$ cat config.mk
export PLATFORM = sky130hd
export DESIGN_NAME = alu_iterative_exec
export DESIGN_NICKNAME = d
export VERILOG_FILES = /design/src/rtl/alu_pkg.sv /design/src/rtl/alu_single_op.sv /design/src/rtl/alu_iterative_exec.sv
export SDC_FILE = /design/constraint.sdc
export NUM_CORES = 1
export LEC_CHECK = 0
export BUFFER_PORTS_ARGS = -buffer_cell sky130_fd_sc_hd__buf_2
export CAP_MARGIN = 20
export CORE_MARGIN = 4
export CORE_UTILIZATION = 33
export CTS_BUF_LIST = sky130_fd_sc_hd__clkbuf_2 sky130_fd_sc_hd__clkbuf_4 sky130_fd_sc_hd__clkbuf_8
export DETAILED_ROUTE_END_ITERATION = 8
export HOLD_SLACK_MARGIN = 0.05
export PLACE_DENSITY = 0.54
export SYNTH_ARGS = -nofsm -noshare
export SYNTH_HDL_FRONTEND = slang
export SYNTH_SLANG_ARGS = --single-unit
$ cat constraint.sdc
create_clock -name in_clk -period 3.19 [get_ports in_clk]
set_input_delay 0.1595 -clock in_clk [delete_from_list [all_inputs] [get_ports in_clk]]
set_output_delay 0.1595 -clock in_clk [all_outputs]
set_load 0.02 [all_outputs]
$ cat src/rtl/alu_pkg.sv
// Shared ALU op codes and execute-stage state encoding.
// Used by the ALU decoder and by alu_iterative_exec.
package alu_pkg;

    localparam logic [2:0] ALU_ADD  = 3'b000;
    localparam logic [2:0] ALU_SLL  = 3'b001;
    localparam logic [2:0] ALU_SLT  = 3'b010;
    localparam logic [2:0] ALU_SLTU = 3'b011;
    localparam logic [2:0] ALU_XOR  = 3'b100;
    localparam logic [2:0] ALU_SR   = 3'b101;
    localparam logic [2:0] ALU_OR   = 3'b110;
    localparam logic [2:0] ALU_AND  = 3'b111;

    typedef enum logic [1:0] {
        IDLE  = 2'd0,
        SHIFT = 2'd1,
        DONE  = 2'd2
    } alu_state_t;

    function automatic logic is_shift_op(input logic [2:0] op);
        return (op == ALU_SLL) || (op == ALU_SR);
    endfunction

endpackage

$ cat src/rtl/alu_single_op.sv
// Combinational single-cycle ALU result for all non-shift ops.
// Shift codes return zero; the caller supplies shift results.
module alu_single_op
    import alu_pkg::*;
#(
    parameter int WIDTH = 32
) (
    input  logic [2:0]       op,
    input  logic             funct,
    input  logic [WIDTH-1:0] a,
    input  logic [WIDTH-1:0] b,
    output logic [WIDTH-1:0] result
);

    logic lt_s;
    logic lt_u;

    assign lt_s = $signed(a) < $signed(b);
    assign lt_u = a < b;

    always_comb begin
        result = '0;
        unique case (op)
            ALU_ADD:  result = funct ? (a - b) : (a + b);
            ALU_SLT:  result = {{(WIDTH-1){1'b0}}, lt_s};
            ALU_SLTU: result = {{(WIDTH-1){1'b0}}, lt_u};
            ALU_XOR:  result = a ^ b;
            ALU_OR:   result = a | b;
            ALU_AND:  result = a & b;
            default:  result = '0;
        endcase
    end

endmodule

$ cat src/rtl/alu_iterative_exec.sv
// Execute-stage ALU with valid/ready handshake; shifts run one bit per cycle.
// Define ALU_FAST_SHIFT_EN to use a single-cycle barrel shifter instead.
module alu_iterative_exec
    import alu_pkg::*;
#(
    parameter int WIDTH = 32,
    localparam int SHAMT_W = $clog2(WIDTH)
) (
    input  logic             in_clk,
    input  logic             in_rst,
    input  logic             in_valid,
    output logic             out_ready,
    input  logic [2:0]       in_alu_control,
    input  logic             in_funct_control,
    input  logic [WIDTH-1:0] in_a,
    input  logic [WIDTH-1:0] in_b,
    output logic             out_valid,
    input  logic             in_ready,
    output logic [WIDTH-1:0] out_result,
    output logic             out_zero,
    output logic             out_busy
);

    alu_state_t         state;
    alu_state_t         state_nxt;
    logic               accept;
    logic               is_shift;
    logic [SHAMT_W-1:0] shamt;
    logic [WIDTH-1:0]   single_res;
    logic [WIDTH-1:0]   result_nxt;
    logic               load_result;

    assign accept    = in_valid && out_ready;
    assign is_shift  = is_shift_op(in_alu_control);
    assign shamt     = in_b[SHAMT_W-1:0];
    assign out_ready = (state == IDLE);
    assign out_valid = (state == DONE);
    assign out_busy  = (state != IDLE);

    alu_single_op #(.WIDTH(WIDTH)) u_single (
        .op     (in_alu_control),
        .funct  (in_funct_control),
        .a      (in_a),
        .b      (in_b),
        .result (single_res)
    );

`ifdef ALU_FAST_SHIFT_EN
    logic [WIDTH-1:0] barrel_res;

    assign barrel_res = (in_alu_control == ALU_SLL) ? (in_a << shamt) :
                        in_funct_control ? WIDTH'($signed(in_a) >>> shamt) :
                        (in_a >> shamt);
`else
    logic [WIDTH-1:0]   work;
    logic [WIDTH-1:0]   work_step;
    logic [SHAMT_W-1:0] cnt;
    logic               op_left;
    logic               op_arith;
    logic               load_work;

    // SRA fill: the MSB of the working register keeps the captured sign bit
    assign work_step = op_left ? {work[WIDTH-2:0], 1'b0} :
                       {op_arith & work[WIDTH-1], work[WIDTH-1:1]};
`endif

    always_ff @(posedge in_clk or posedge in_rst) begin
        if (in_rst) begin
            state <= IDLE;
        end else begin
            state <= state_nxt;
        end
    end

    always_comb begin
        state_nxt   = state;
        load_result = 1'b0;
        result_nxt  = single_res;
`ifndef ALU_FAST_SHIFT_EN
        load_work   = 1'b0;
`endif
        unique case (state)
            IDLE: begin
                if (accept) begin
`ifdef ALU_FAST_SHIFT_EN
                    state_nxt   = DONE;
                    load_result = 1'b1;
                    if (is_shift) result_nxt = barrel_res;
`else
                    if (is_shift && shamt != '0) begin
                        state_nxt = SHIFT;
                        load_work = 1'b1;
                    end else begin
                        state_nxt   = DONE;
                        load_result = 1'b1;
                        if (is_shift) result_nxt = in_a;
                    end
`endif
                end
            end
`ifndef ALU_FAST_SHIFT_EN
            SHIFT: begin
                if (cnt == SHAMT_W'(1)) begin
                    state_nxt   = DONE;
                    load_result = 1'b1;
                    result_nxt  = work_step;
                end
            end
`endif
            DONE: begin
                if (in_ready) state_nxt = IDLE;
            end
            default: state_nxt = IDLE;
        endcase
    end

    always_ff @(posedge in_clk or posedge in_rst) begin
        if (in_rst) begin
            out_result <= '0;
            out_zero   <= 1'b0;
        end else if (load_result) begin
            out_result <= result_nxt;
            out_zero   <= (result_nxt == '0);
        end
    end

`ifndef ALU_FAST_SHIFT_EN
    always_ff @(posedge in_clk or posedge in_rst) begin
        if (in_rst) begin
            work     <= '0;
            cnt      <= '0;
            op_left  <= 1'b0;
            op_arith <= 1'b0;
        end else if (load_work) begin
            work     <= in_a;
            cnt      <= shamt;
            op_left  <= (in_alu_control == ALU_SLL);
            op_arith <= in_funct_control;
        end else if (state == SHIFT) begin
            work <= work_step;
            cnt  <= cnt - SHAMT_W'(1);
        end
    end
`endif

endmodule

Yosys cells after proc, flatten, opt, wreduce, memory -nomap -nowiden
Index checks and enable logic that the tools add are counted.
{"block": "op_classes", "n_addsub": 3, "mux": 24, "eq_ne": 13, "n_reduce_logical": 10, "n_lt_le_gt_ge": 2, "n_bitwise": 4}
{"op": "$mux 32", "count": 8}
{"op": "$pmux 32 s6", "count": 1}
{"op": "$lt 32x32->1", "count": 2}
{"op": "$pmux 32 s2", "count": 1}
{"op": "$add 32x32->32", "count": 1}
{"op": "$and 32x32->32", "count": 1}
{"op": "$logic_not 32->1", "count": 1}
{"op": "$or 32x32->32", "count": 1}
{"op": "$sub 32x32->32", "count": 1}
{"op": "$xor 32x32->32", "count": 1}
{"op": "$eq 3x3->1 const B", "count": 4}
{"op": "$mux 5", "count": 2}
{"op": "$mux 2", "count": 4}
{"op": "$eq 3x2->1 const B", "count": 2}
{"op": "$mux 1", "count": 6}
{"op": "$pmux 2 s3", "count": 1}
{"op": "$eq 5x1->1 const B", "count": 1}
{"op": "$reduce_bool 5->1", "count": 1}
{"op": "$sub 5x1->5 const B", "count": 1}
{"op": "$ne 2x1->1 const B", "count": 2}
{"op": "$reduce_bool 2->1", "count": 2}
{"op": "$eq 3x1->1 const B", "count": 1}
{"op": "$logic_not 3->1", "count": 1}
{"op": "$reduce_and 3->1", "count": 1}
{"op": "other kinds (8)", "count": 9}
{"block": "word_totals", "ff_bits": 74, "elab_cells": 63}

Depth between registers and ports, before layout
Gate-level depths: netlist (run 1).
{"block": "logic_depth", "ltp_word": 8, "depth_mapped": 15, "mapped_depth_nobuf": 14}

Modules after synthesis
From an unflattened synthesis (run 1), not the netlist that was laid out.
{"block": "hier_totals", "cells_unflattened": 1281, "hier_area_um2": 9459.1}
{"mod": "alu_single_op", "cells_each": 833, "n_inst": 1, "seq_area_each_um2": 0.0, "area_each_um2": 5335.1}
{"mod": "alu_iterative_exec", "cells_each": 448, "n_inst": 1, "seq_area_each_um2": 1851.8, "area_each_um2": 4124.0}

Worst setup path before layout (run 1)
No wires, ideal clock.
{"block": "synth_timing", "kind": "input -> register", "startpoint": "input in_a[1]", "endpoint": "register out_zero", "path_buffers": 0, "setup_ps": 96, "t_required_ps": 3094, "cell_stages": 13, "path_slack_ps": 33, "t_arrival_ps": 3062, "cell_sequence": "inv_1 ha_1 o21ba_1 or4_4 a21boi_2 o31ai_2 o311a_4 o311ai_0 xnor2_1 o2111ai_1 nor4_1 nand4_1 o32ai_2"}
{"block": "synth_via", "elab_chain_len": 8, "word_cells_on_any_way": 15}
{"element": "start: declaration", "line": "alu_iterative_exec.sv:15", "source": "input logic [WIDTH-1:0] in_a,"}
{"element": "$add 32x32->32 / $sub 32x32->32 (equally long branches)", "line": "alu_single_op.sv:24", "source": "ALU_ADD: result = funct ? (a - b) : (a + b);"}
{"element": "$mux 32", "line": "alu_single_op.sv:24"}
{"element": "$pmux 32 s6", "line": "alu_single_op.sv:23", "source": "unique case (op)"}
{"element": "$mux 32", "line": "alu_iterative_exec.sv:96", "source": "if (is_shift) result_nxt = in_a;"}
{"element": "$mux 32", "line": "alu_iterative_exec.sv:90", "source": "if (is_shift && shamt != '0) begin"}
{"element": "$mux 32", "line": "alu_iterative_exec.sv:84", "source": "if (accept) begin"}
{"element": "$pmux 32 s2 (*)", "line": "alu_iterative_exec.sv:82", "source": "unique case (state)"}
{"element": "$logic_not 32->1 (*)", "line": "alu_iterative_exec.sv:123", "source": "out_zero <= (result_nxt == '0);"}
{"element": "end signal: assignment", "line": "alu_iterative_exec.sv:123"}
{"element": "end: declaration", "line": "alu_iterative_exec.sv:20", "source": "output logic out_zero,"}
Mark *: on every way between the ends. The rest lies on a longest branch, timed or not.
A chain may end at the register's enable or synchronous reset.

Final worst setup path (run 1)
Same ends and word-level chain as after synthesis.

==> out/results.tsv, run 1 <==
stage	metric	value	unit
power	p_per_area	488.0	nW/um2
synth	syn_area	9385	um2
route	drc	0	
clock_network	cts_htree_levels	3	
synth	synth_cell_types	86	
route	antenna_left	0	
clock_network	cts.path.max_buffers	2	
timing	finalCritPeriodShare	107.4	%
worst_setup_path	cp_num_cells	18	
timing	min_period	3.427	ns
grt	grt_util_met3	2.585	%
power	power_frac_clock	12.0	%
route	wl_per_cell	19.09	um
clock_network	path_clk_slew	0.08	ns
synth	ys_ff_latch	74	
timing	slew_violations	0	
power	internal_power	3.451	mW
power	p_sw_share	45.51	%
synth	syn-instance-count	1277	
timing	fin_skew	0.009480	ns
floorplanning	fp.dieArea	31200	um2
grt	grt.total_usage	24.14	%
worst_setup_path	crit_path_end	out_zero	
timing	hold_ws	0.09217	ns
worst_setup_path	startpoint_type	primary input	
grt	grt_util_met1	37.88	%
floorplanning	core	27930	um2
worst_setup_path	cp.required	3.44	ns
route	vias_per_cell	5.416	
grt	grt-ovfl-total	0	
grt	grt-busiest-layer	met1	
worst_setup_path	cp.arrival	3.68	ns
floorplanning	die_w	176.6	um
clock_network	cts_buffers	9	
timing	layout_setup_ws	-0.2365	ns
worst_setup_path	r2r_end	out_zero	
place	port_buffers	107	
synth	ys.flop_type	dfrtp_1	
finish	final_cell_mix	buf_4 (323), a21oi_1 (138), nor2_1 (124)	
finish	diodes	0	
synth	synth_edf_count	0	
clock_network	insertion_delay	0.34	ns
timing	hold_viol	0	
grt	grt_antenna_before_repair	0	
run_status	violations	negative setup slack	
finish	final_common_cell	buf_4	
synth	synth_top_area_share	19.73	%
hold_path	min_path_type	primary input to flip-flop	
clock_network	clkSinkCount	74	
clock_network	cts_tree	built	
synth	yosysTopAreaCell	dfrtp_1	
power	p_leak	6.119	nW
finish	fin_util	46.46	%
timing	fmaxAchievable	291.8	MHz
floorplanning	start_util	33.60	%
worst_setup_path	crit_buf_inv	6	
route	drt-initial-drc-count	908	
timing	worst_pin_slew	1.048	ns
worst_setup_path	slowest_delay	0.39	ns
worst_setup_path	r2r_cells	14	
worst_setup_path	critical_path.top_delay_family	compound AO/OA/AOI/OAI gates	
job	maxCapViolCount	0	
floorplanning	dieHeight	176.6	um
synth	synth_nets	1449	
grt	use_met2	36.42	%
synth	synthArstFlopShare	100.0	%
power	p_switching	2.883	mW
worst_setup_path	rrSetupSlack	-0.14	ns
finish	fin_nets	1806	
synth	synth_area_leaders	dfrtp_1 (20%), ha_1 (13%), a21oi_1 (7.4%), o21ai_0 (5.8%), nor2_1 (5.0%)	
hold_path	holdCritStartpoint	in_ready	
synth	yosysWarningCount	0	
worst_setup_path	path_max_fanout	3	
floorplanning	io_pins	108	
route	routed_wl	38.50	mm
worst_setup_path	critPathSlowestCell	a221oi_2	
worst_setup_path	worstSetupPathType	primary input to flip-flop	
worst_setup_path	worst_setup_path_end_kind	flip-flop	
place	dp_slack	-0.7457	ns
floorplanning	fp-row-count	61	
power	ir_drop	232.4	uV
worst_setup_path	critPathMostFrequentCell	buf_4	
place	dp_hpwl	31.98	mm
grt	grt_max_degree	63	
worst_setup_path	worstPathCellList	buf_2, inv_1, ha_1, buf_4, a211oi_1, buf_4, o211ai_1, buf_4, and3_1, nor4b_2, buf_4, nor2_1, a221oi_2, o31a_1, nand2_1, nor4_2, nand4_1, o32ai_2	
worst_setup_path	startpoint	in_a[1]	
power	combinationalPowerShare	60.9	%
run_status	status	finished, violations left	
worst_setup_path	r2r-start	cnt[1]	
timing	rsz0062_at_grt	yes	
power	p_seq_share	27.1	%
finish	n_fill_cell	2914	
synth	seq_area_frac_synth	19.73	%
place	gp_congestion	0.9495	
grt	grt_first_pass_wirelength	60.18	mm
clock_network	root_buffer	clkbuf_8	
grt	grt_pass1_vias	10458	
route	drtPass1Iterations	9	
timing	setup_violations	1	
synth	syn_avg_cell_area	7.349	um2
timing	slew_headroom	29.55	%
finish	synthToLayoutAreaGrowth	38.29	%
route	vias	10925	
finish	drive_above_1_share	32.28	%
==> worst reg2reg max path, cell delays in order, from the launching register on <==
cell and delay, ns:
dfrtp_1 0.39, inv_2 0.08, ha_4 0.12, or4b_4 0.48, o211a_4 0.28, buf_4 0.13, buf_4 0.13, buf_4 0.14
buf_4 0.17, a22oi_1 0.19, o221ai_2 0.16, a2111o_1 0.38, nor4_2 0.17, nand4_1 0.15, o32ai_2 0.27
==> cells by family after synthesis <==
family                     Yosys count  synth area share [%]
xor gates and xnor gates            23                 2.146
muxes                               51                 5.653
DFF                                 74                 19.73
buffers and inverters              194                 8.452
adders and majority gates          100                 13.49
and+or+nand+nor                    381                 18.76
AOI/OAI and AO/OA                  454                 31.77
==> state kept, by name (all words and copies together), names as in the netlist <==
name	flops
state	2
out_zero	1
op_arith	1
work	32
cnt	5
out_result	32
op_left	1
==> routing by layer <==
metal	vias to the layer above	share of wire (%)
met5	-	0
met4	0	0.87
met3	22	6.8
met2	382	42
met1	5179	50
li1	5342	-
==> cell usage after synthesis (10+ instances only) <==
cell type / count
a211oi_1: 24
a21oi_1: 138
a22oi_1: 11
a31oi_1: 16
buf_2: 10
buf_4: 10
clkbuf_1: 58
dfrtp_1: 74
ha_1: 98
inv_1: 105
mux2_2: 16
mux2i_1: 35
nand2_1: 123
nand2b_1: 12
nand3_1: 22
nand4_1: 20
nor2_1: 125
nor3_1: 20
nor4_1: 16
o211ai_1: 14
o21ai_0: 109
o21bai_1: 14
o221ai_1: 12
o31ai_1: 14
xnor2_1: 18
==> metrics by stage <==
| stage | total power, mW | TNS, ns | std cells | cell area [um2] |
|---|---|---|---|---|
| 2_1_floorplan | 3.925 | 0 | 1277 | 9385 |
| 3_3_place_gp | 5.419 | -3.626 | 1995 | 12480 |
| 3_5_place_dp | 5.466 | -3.951 | 1995 | 12480 |
| 4_1_cts | 6.270 | -0.1357 | 2014 | 12800 |
| 5_1_grt | 6.806 | -0.4588 | 2017 | 12980 |
| 6_report | 6.334 | -0.2365 | 2017 | 12980 |
==> layout make-up <==
type	count	area (um2)	area share, %
Sequential cell	74	1853	14.28
Timing Repair Buffer	434	3043	23.45
Clock inverter	5	52.55	0.4049
Multi-Input combinational cell	1009	7007	53.99
Tap cell	378	473.0	3.644
Clock buffer	11	151.4	1.166
Inverter	106	399.1	3.075
==> worst min path at each step <==
stage	end	slack (ns)	cells past startpoint
after floorplan	work[10]	0.28	2
after global placement	work[26]	0.34	2
after detailed placement	work[25]	0.34	2
after CTS	state[1]	0.06	3
after global routing	work[26]	0.10	3
final	state[1]	0.09	3
==> power groups by stage <==
| stage | clock network, mW | registers (mW) | logic, mW |
|---|---|---|---|
| 2_1_floorplan | 0 | 1.89 | 2.03 |
| 3_3_place_gp | 0 | 1.71 | 3.71 |
| 3_5_place_dp | 0 | 1.72 | 3.75 |
| 4_1_cts | 0.780 | 1.71 | 3.78 |
| 5_1_grt | 0.819 | 1.77 | 4.21 |
| 6_report | 0.759 | 1.72 | 3.86 |
==> what timing repair did <==
action,4_1_cts,5_1_grt
hold endpoints to repair,45,0
setup endpoints to repair,4,7
cloned,0,0
pin swaps,9,21
setup buffers,2,3
gates resized for setup,18,34
hold buffers,1,0
(Power assumes the default switching activity.)
==> run 2: changes to the inputs <==
Settings changed: CORE_UTILIZATION 33 to 40, PLACE_DENSITY 0.54 to 0.62.
==> out/results.tsv, run 2 (same netlist as run 1, synthesis figures left out) <==
stage	metric	value	unit	change
worst_setup_path	worstSetupPathType	primary input to flip-flop		
worst_setup_path	r2r-start	cnt[1]		
finish	drive_above_1_share	30.58	%	-1.7 points
timing	tns	-0.07916	ns	+0.1573 ns
timing	layout_setup_ws	-0.07916	ns	+0.1573 ns
worst_setup_path	startpoint_type	primary input		
timing	slew_violations	0		unchanged
timing	slew_headroom	33.58	%	+4.0 points
worst_setup_path	cp.arrival	3.53	ns	-0.15 ns
place	dp_hpwl	29.27	mm	-8.5%
clock_network	path_clk_slew	0.08	ns	about the same
power	ir_drop	335.8	uV	+44%
power	p_leak	5.988	nW	-2.1%
floorplanning	dieHeight	161.2	um	-8.8%
finish	reg_top3	out_result x32, work x32, cnt x5		
finish	diodes	0		unchanged
route	antenna_left	0		unchanged
power	finalPower	6.345	mW	+0.17%
timing	rsz0062_at_grt	yes		
run_status	violations	negative setup slack		
grt	grt_pass1_vias	10284		-1.7%
route	wl_per_cell	18.60	um	-2.5%
route	drt-initial-drc-count	1233		+36%
floorplanning	fp-row-count	55		-9.8%
floorplanning	fp.dieArea	25980	um2	-17%
floorplanning	start_util	41.08	%	+7.5 points
timing	fin_skew	0.01611	ns	+0.006629 ns
worst_setup_path	r2r_cells	13		-1
worst_setup_path	crit_path_end	out_zero		
route	vias	10973		+0.44%
timing	finalCritPeriodShare	102.5	%	-4.9 points
timing	fmaxAchievable	305.9	MHz	+4.8%
clock_network	root_buffer	clkbuf_8		
route	routed_wl	35.76	mm	-7.1%
worst_setup_path	r2r_end	out_zero		
place	gp_congestion	0.9982		+5.1%
grt	grt_antenna_before_repair	0		unchanged
worst_setup_path	worst_setup_path_end_kind	flip-flop		
grt	grt.total_usage	26.89	%	+2.8 points
job	maxCapViolCount	0		unchanged
grt	grt-ovfl-total	0		unchanged
timing	hold_viol	0		unchanged
power	p_per_area	501.0	nW/um2	+2.7%
clock_network	cts_buffers	9		unchanged
floorplanning	io_pins	108		unchanged
run_status	status	finished, violations left		
grt	grt_first_pass_wirelength	56.70	mm	-5.8%
finish	fin_nets	1776		-1.7%
place	placed_area	12130	um2	-2.8%
worst_setup_path	cp.required	3.45	ns	about the same
clock_network	cts_tree	built		
floorplanning	die_w	161.2	um	-8.8%
timing	min_period	3.269	ns	-0.1573 ns
finish	final_cell_mix	buf_4 (290), a21oi_1 (136), nor2_1 (124)		
hold_path	min_path_type	primary input to flip-flop		
finish	design_area	12660	um2	-2.4%
clock_network	cts_htree_levels	3		unchanged
route	drtPass1Iterations	6		-3
clock_network	cts.path.max_buffers	2		unchanged
worst_setup_path	rrSetupSlack	-0.02	ns	+0.12 ns
route	vias_per_cell	5.709		+5.4%
grt	grt_max_degree	63		unchanged
timing	setup_violations	1		unchanged
route	drc	0		unchanged
worst_setup_path	path_max_fanout	5		+2
clock_network	insertion_delay	0.36	ns	+0.02 ns
clock_network	clkSinkCount	74		unchanged
worst_setup_path	startpoint	in_a[1]		
place	port_buffers	107		unchanged
finish	final_common_cell	buf_4		
finish	synthToLayoutAreaGrowth	34.93	%	
floorplanning	core	22850	um2	-18%
timing	worst_pin_slew	0.9926	ns	-0.05541 ns
[run 2: cell types whose count changed in the layout (fill, tap and decap cells not counted), moves of 3 or more]
cell      before  now
buf_4        323  290
clkinv_2       4    1
o21ai_1        3    6
o221ai_1       9   12
o221ai_2       3    0
[run 2: worst min-delay path by stage]
stage,cells after the start,endpoint,from,slack [ns]
final,3,state[1],in_ready,0.08
after global routing,3,state[1],in_ready,0.12
after CTS,3,state[1],in_ready,0.08
after detailed placement,2,out_result[11],in_rst,0.39
after global placement,2,out_result[11],in_rst,0.40
after floorplan,2,work[10],in_a[10],0.28
[run 2: worst max-delay path, stage by stage]
cell      delay, ns
buf_2          0.10
inv_1          0.15
ha_1           0.30
o21ba_1        0.22
or4_4          0.47
a21oi_1        0.22
buf_4          0.14
nor3b_2        0.06
buf_4          0.15
o211ai_1       0.27
nand3_1        0.15
a21oi_1        0.35
xnor2_1        0.11
a21oi_1        0.27
nand4_1        0.14
o32ai_2        0.25
[run 2: metrics by stage]
stage	cells	hold slack, ns	worst slack [ns]	util [%]
after floorplan	1277	0.2763	0.03252	-
after global placement	1893	0.4004	-0.6014	53.09
after detailed placement	1893	0.3939	-0.7169	53.09
after CTS	1918	0.07524	-0.2279	54.73
after global routing	1922	0.1152	-0.2297	55.43
final	1922	0.08184	-0.07916	55.43
[run 2: final cells by class]
class                           count  area, um2
Tap cell                          313      391.6
Clock inverter                      5      85.08
Multi-Input combinational cell   1009       6934
Timing Repair Buffer              404       2848
Fill cell                        2264      10180
Sequential cell                    74       1852
Inverter                          106      401.6
Clock buffer                       11      151.4
[run 2: what timing repair did]
item,CTS,global route
cloned,0,0
pin swaps,13,24
resized for setup,15,27
hold endpoints to repair,54,0
buffers inserted,8,3
hold buffers,1,0
setup endpoints to repair,5,7
[run 2: report_power, final]
group / switching (mW) / internal [mW]
logic: 2.16 / 1.62
clock network: 0.378 / 0.488
registers: 0.311 / 1.39
total: 2.85 / 3.49
[run 2: layer usage]
metal / up-vias / wire length [um] / track usage [%]
met2: 451 / 14740 / 39.49
li1: 5284 / - / -
met3: 42 / 3366 / 4.695
met1: 5196 / 17000 / 40.96
met5: - / 0 / 0
met4: 0 / 652 / 6.088
